`config.mk`:
```
export PLATFORM = sky130hd
export DESIGN_NAME = clken_gen
export DESIGN_NICKNAME = d
export VERILOG_FILES = /design/src/rtl/clken_gen.sv
export SDC_FILE = /design/constraint.sdc
export NUM_CORES = 1
export LEC_CHECK = 0
export ABC_AREA = 1
export CAP_MARGIN = 20
export CORE_UTILIZATION = 61
export CTS_CLUSTER_DIAMETER = 40
export DETAILED_ROUTE_END_ITERATION = 16
export GPL_TIMING_DRIVEN = 0
export MAX_ROUTING_LAYER = met4
export PLACE_DENSITY = 0.84
export SLEW_MARGIN = 15
export SYNTH_ARGS = -nofsm -noshare
export SYNTH_HDL_FRONTEND = slang
export SYNTH_SLANG_ARGS = --single-unit
```
`constraint.sdc`:
```
create_clock -name clk14 -period 4.5 [get_ports clk14]
set_input_delay 0.9 -clock clk14 [delete_from_list [all_inputs] [get_ports clk14]]
set_output_delay 0.9 -clock clk14 [all_outputs]
set_load 0.02 [all_outputs]
```
`src/rtl/clken_gen.sv`:
```
// Programmable clock-enable generator: NCH independent divide-by-D[i] channels
// sharing one master clock, with glitch-free divisor updates, pause/step and sync.
module clken_gen #(
  parameter int NCH      = 2,
  parameter int DIV_W    = 5,
  parameter int DIV_INIT = 14,
  localparam int CH_W    = (NCH > 1) ? $clog2(NCH) : 1
) (
  input  logic             clk14,
  input  logic             rst,
  input  logic             wr_en,
  input  logic [CH_W-1:0]  wr_ch,
  input  logic [DIV_W-1:0] wr_div,
  input  logic [NCH-1:0]   ch_en,
  input  logic             pause,
  input  logic             step,
  input  logic             sync,
  output logic [NCH-1:0]   clken,
  output logic [NCH-1:0]   div_pending
);

  localparam logic [DIV_W-1:0] DIV_RST = DIV_W'(DIV_INIT);
  localparam logic [DIV_W-1:0] ONE     = DIV_W'(1);

  logic [DIV_W-1:0] div_q  [NCH];
  logic [DIV_W-1:0] pend_q [NCH];
  logic [DIV_W-1:0] cnt_q  [NCH];
  logic [DIV_W-1:0] pend_next [NCH];
  logic [NCH-1:0]   pending_q, clken_q;
  logic [NCH-1:0]   wr_hit, wrap, at_zero;

  // Out-of-range channel numbers match no channel, so such writes fall away.
  always_comb begin
    // NOTE: every always_comb output gets a default first so no path can infer a latch.
    wr_hit  = '0;
    wrap    = '0;
    at_zero = '0;
    for (int i = 0; i < NCH; i++) begin
      pend_next[i] = pend_q[i];
      wr_hit[i]    = wr_en && (wr_ch == CH_W'(i));
      if (wr_hit[i]) pend_next[i] = wr_div;
      wrap[i]      = (div_q[i] <= ONE) || (cnt_q[i] == div_q[i] - ONE);
      at_zero[i]   = (cnt_q[i] == '0);
    end
  end

  always_ff @(posedge clk14) begin
    // NOTE: sequential state uses non-blocking assignments only, so every flop
    // samples pre-edge values regardless of statement order.
    if (rst) begin
      // NOTE: these per-channel arrays are small flop banks, not a RAM, so they
      // take the reset like any other register.
      for (int i = 0; i < NCH; i++) begin
        div_q[i]  <= DIV_RST;
        pend_q[i] <= DIV_RST;
        cnt_q[i]  <= '0;
      end
      pending_q <= '0;
      clken_q   <= '0;
    end else if (sync) begin
      // Realign: every channel restarts its period with the newest divisor.
      for (int i = 0; i < NCH; i++) begin
        div_q[i]  <= pend_next[i];
        pend_q[i] <= pend_next[i];
        cnt_q[i]  <= '0;
      end
      pending_q <= '0;
      clken_q   <= '0;
    end else if (pause) begin
      for (int i = 0; i < NCH; i++) begin
        pend_q[i] <= pend_next[i];
      end
      pending_q <= pending_q | wr_hit;
      clken_q   <= step ? ch_en : '0;
    end else begin
      for (int i = 0; i < NCH; i++) begin
        pend_q[i] <= pend_next[i];
        if (wrap[i]) begin
          // Divisor changes only at a period boundary, so no period is ever cut.
          cnt_q[i]     <= '0;
          div_q[i]     <= pend_next[i];
          pending_q[i] <= 1'b0;
        end else begin
          cnt_q[i]     <= cnt_q[i] + ONE;
          pending_q[i] <= pending_q[i] | wr_hit[i];
        end
      end
      clken_q <= ch_en & at_zero;
    end
  end

  assign clken       = clken_q;
  assign div_pending = pending_q;

endmodule

```
# ---- Yosys cells after proc, flatten, opt, wreduce, memory -nomap -nowiden
# Memories as Yosys holds them, arrays and structs flattened.
# Index checks and enable logic that the tools add are counted.
dict set report classes {
  addsub 4
  n_mul 0
  n_div 0
  n_lt_le_gt_ge 2
  eq_ne 2
  shift 0
  muxes 56
  bitwise_logic 21
  reduce_logical 7
}
# operator n
set op_table {}
lappend op_table {{5-bit 2-to-1 mux} 18}
lappend op_table {{1-bit 2-to-1 mux} 35}
lappend op_table {{1-bit bitwise OR} 18}
lappend op_table {{5-bit by 1-bit adder with 5-bit output (second input constant)} 2}
lappend op_table {{5-bit equality test} 2}
lappend op_table {{5-bit by 1-bit less-or-equal comparator with 1-bit output (second input constant)} 2}
lappend op_table {{5-bit logical NOT} 2}
lappend op_table {{5-bit by 1-bit subtractor with 5-bit output (second input constant)} 2}
lappend op_table {{2-bit 2-to-1 mux} 3}
lappend op_table {{2-bit AND} 1}
lappend op_table {{1-bit logical AND} 2}
lappend op_table {{1-bit logical OR} 2}
lappend op_table {{2-bit bitwise OR} 1}
lappend op_table {{2-bit OR reduction} 1}
lappend op_table {{1-bit inverter} 1}
dict set report totals {
  ff_bits 4
  latchBits 0
  ram_bits 30
  romBits 0
  input_bits 14
  memories 3
}
# name words word_bits read_ports rd_clocked_by_memory_dff wr line
set mem_list {}
lappend mem_list {cnt_q 2 5 2 0 2 27} ;# logic [DIV_W-1:0] cnt_q [NCH];
lappend mem_list {div_q 2 5 2 0 2 25} ;# logic [DIV_W-1:0] div_q [NCH];
lappend mem_list {pend_q 2 5 2 0 2 26} ;# logic [DIV_W-1:0] pend_q [NCH];

# ---- Depth between registers and ports, before layout
dict set report logic_depth {
  word_depth 10
  mapped_depth 14
  ltp_nobuf 14
}

# ---- Worst setup path after synthesis
# OpenSTA, ideal clock, no wires.
dict set report synth_path {
  path_type {input -> register}
  start {in wr_ch}
  end {mem div_q[1][0] (netlist: div_q[0][5]), data pin}
  t_arrival_ps 1609
  t_required_ps 4248
  path_slack_ps 2639
  stages 6
  n_path_buf 0
  cell_sequence {nand2_1 inv_1 or2_2 o21a_1 nand2_1 nand2_1}
}
# item line
set synth_rtl {}
lappend synth_rtl {{start: declaration} 12} ;# input logic [CH_W-1:0] wr_ch,
lappend synth_rtl {{end: declaration} 25}

==> results.sh <==
export IMPL_crit_start="wr_en"
export IMPL_yosysSeqAreaShare_pct=48.0
export IMPL_root_buffer="clkbuf_4"
export IMPL_rsz0062_at_grt="no"
export IMPL_dr_wl_met2_um=1620
export IMPL_fill_cells=260
export IMPL_powerDensity_nw_per_um2=266
export IMPL_total_power_mw=0.627
export IMPL_postCtsSetupBuffers=0
export IMPL_ir_worst_vdd_v=0.000231
export IMPL_worstPathArrival_ns=2.30
export IMPL_slowest_stage="clkdlybuf4s50_1"
export IMPL_dieHeight_um=59.9
export IMPL_required_ns=4.59
export IMPL_area_delta_synth_final_pct=15.2
export IMPL_wl_per_cell_um=9.64
export IMPL_fin_nets=321
export IMPL_hold_path_class="flip-flop to flip-flop"
export IMPL_clock_path_buffers=2
export IMPL_async_reset_ff_share_pct=0
export IMPL_clock_latency_ns=0.32
export IMPL_power_switching_mw=0.169
export IMPL_cp_start_kind="input pin"
export IMPL_io_pins=18
export IMPL_drcViolationCount=0
export IMPL_synth_edf_count=30
export IMPL_synth_area_um2=2040
export IMPL_grt_pass1_vias=1335
export IMPL_synth_cells=266
export IMPL_clock_sinks=34
export IMPL_synth_common_cells="nand2_1 (96), nor2_1 (44), inv_1 (31)"
export IMPL_synthSimpleGateAreaFrac_pct=34.8
export IMPL_final_util_pct=75.9
export IMPL_clk_pin_slew_ns=0.11
export IMPL_p_int_mw=0.458
export IMPL_drv_slew=0
export IMPL_pwr_share_seq_pct=59.7
export IMPL_fp_coreArea_um2=3100
export IMPL_grt_first_pass_wirelength_um=5460
export IMPL_die_area_um2=3590
export IMPL_num_vias=1619
export IMPL_cts_tree="yes"
export IMPL_synth_seq_cells=34
export IMPL_avgSynthCellArea_um2=7.68
export IMPL_wirelength_um=3310
export IMPL_antenna_left=0
export IMPL_gr_usage_all_layers_pct=21.3
export IMPL_die_w_um=59.9
export IMPL_yosysWarnings=0
export IMPL_p_leak_nw=1.10
export IMPL_timing_rr_start="div_q[0][5]$_DFFE_PP_"
export IMPL_fmax_mhz=453
export IMPL_switching_share_pct=26.9
export IMPL_crit_path_frequent_cell="nor2_1"
export IMPL_diodes=0
export IMPL_combPwrFrac_pct=14.9
export IMPL_antenna_found_initial=0
export IMPL_synth_adder_area_share_pct=4.90
export IMPL_synth_ff_type="edfxtp_1"
export IMPL_netlist_area_leader_share_pct=44.1
export IMPL_whs_path_depth=2
export IMPL_fin_crit_sh_pct=49.0
export IMPL_drt_first_pass_iters=4
export IMPL_drv_cap=0
export IMPL_drt_iter0_drc=31
export IMPL_htreeDepth=2
export IMPL_synth_compound_area_share_pct=2.69
export IMPL_dpl_hpwl_um=2690
export IMPL_crit_chain="clkdlybuf4s50_1 > inv_1 > nor2_1 > inv_1 > nor2_1 > nor2_1 > nand2_1 > nand2_1"
export IMPL_rows=20
export IMPL_highest_layer="met4"
export IMPL_drive_gt1_share_pct=11.4
export IMPL_synth_xor_area_share_pct=1.71
export IMPL_finalHoldViolCount=0
export IMPL_outcome="completed"
export IMPL_synthMuxAreaShare_pct=0
export IMPL_postPlaceCellArea_um2=2300
export IMPL_synth_cell_types=27
export IMPL_critPathKind="input pin to flip-flop"
export IMPL_met1_length_um=1540
export IMPL_max_stage_delay_ns=0.47
export IMPL_grt_max_degree=12
export IMPL_min_from="div_pending[1]$_SDFF_PP0_"
export IMPL_worstSetupEndpointType="flip-flop"
export IMPL_setup_violations_final=0
export IMPL_finClkSkew_ns=0.00474
export IMPL_yosys_top_cells_area="edfxtp_1 (44%), nand2_1 (18%), nor2_1 (8.1%)"
export IMPL_synth_area_leader_cell="edfxtp_1"
export IMPL_place_gp_congestion=0.798
export IMPL_wl_met3_um=98
export IMPL_finalSetupTns_ns=0
export IMPL_viasPerCell=4.72
export IMPL_cts_resized=0
export IMPL_holdBufCountCts=0
export IMPL_initial_utilization_pct=65.8
export IMPL_clkPwrFrac_pct=25.3
export IMPL_worstRegToRegCells=12
export IMPL_cts_buffers_inserted=5
export IMPL_period_minus_slack_ns=2.21
export IMPL_crit_fanout=7
export IMPL_synthMostInstantiatedCell="nand2_1"
export IMPL_place_port_buffers=17
export IMPL_overflow=0
export IMPL_synth_top_family_by_area="simple AND/OR/NAND/NOR gates"
export IMPL_final_cell_area_um2=2350
==> sequential cells by signal, summed over array words and instances, names as in the netlist <==
register / flops
pend_q: 10
div_q: 10
clken: 2
div_pending: 2
cnt_q: 10
==> placed cells by master, fill, tap and decap left out <==
cell              n
nand2_1          96
o21a_1            2
a211oi_1          1
conb_1           10
buf_1             1
or2_2             3
inv_2             9
o211ai_1          1
nand4_2           1
clkbuf_4          5
clkinv_1          1
o21ai_2           1
nor3_1            3
inv_1            31
nand2_2           6
nand3_2           2
ha_1              8
nor3b_1           1
nor2_1           44
nand4_1           2
a31oi_1           1
nor2_2            5
clkdlybuf4s50_1  17
dfxtp_1           4
clkinvlp_4        2
xor2_1            4
a21oi_1           1
o21ai_0           1
nand3_1           6
edfxtp_1         30
==> final timing paths <==
kind / endpoint / slack (ns)
worst max-delay path: div_q[0][0]$_DFFE_PP_ / 2.29
worst min-delay path: div_pending[1]$_SDFF_PP0_ / 0.49
worst max register to register: div_q[0][5]$_DFFE_PP_ / 2.61
worst min register to register: div_pending[1]$_SDFF_PP0_ / 0.49
==> layer usage <==
metal	GRT usage, %	vias to the layer above
li1	-	882
met1	24.9	708
met2	37.0	23
met3	4.55	6
met4	5.98	0
met5	-	-
==> cell families after synthesis <==
| group | Yosys count |
|---|---|
| AOI/OAI and AO/OA | 8 |
| adders and majority gates | 8 |
| buffers and inverters | 42 |
| other | 1 |
| DFF | 34 |
| and+or+nand+nor | 169 |
| xor gates and xnor gates | 4 |
==> layout make-up <==
type                       instances  area (µm²)  area share (%)
sequential                        34         981            41.7
multi-input combinational        199         938            39.9
timing repair buffer              17         170            7.23
inverter                          41         154            6.54
tap                               44        55.1            2.34
clock buffer                       5        37.5            1.59
clock inverter                     2        15.0           0.638
buffer                             1        3.75           0.159
==> per-stage QoR <==
step | setup WS, ns | hold WS [ns] | std cells
CTS | 2.29 | 0.496 | 343
floorplan | 2.64 | 0.563 | 275
global placement | 1.98 | 0.465 | 336
detailed placement | 1.93 | 0.480 | 336
global route | 2.13 | 0.528 | 343
finish | 2.29 | 0.494 | 343
==> critical path, delay by kind of cell <==
family,cells,cell delay [ns]
simple gates,5,0.68
buf+inv,3,0.70
==> power groups by stage <==
stage               sequential (mW)  clock (mW)  combinational [mW]
floorplan                     0.380           0              0.0642
global placement              0.381           0              0.0913
detailed placement            0.382           0              0.0939
CTS                           0.375       0.159              0.0944
global route                  0.377       0.168               0.109
finish                        0.374       0.159              0.0937
Note: power is estimated with default switching activity, not from simulation.
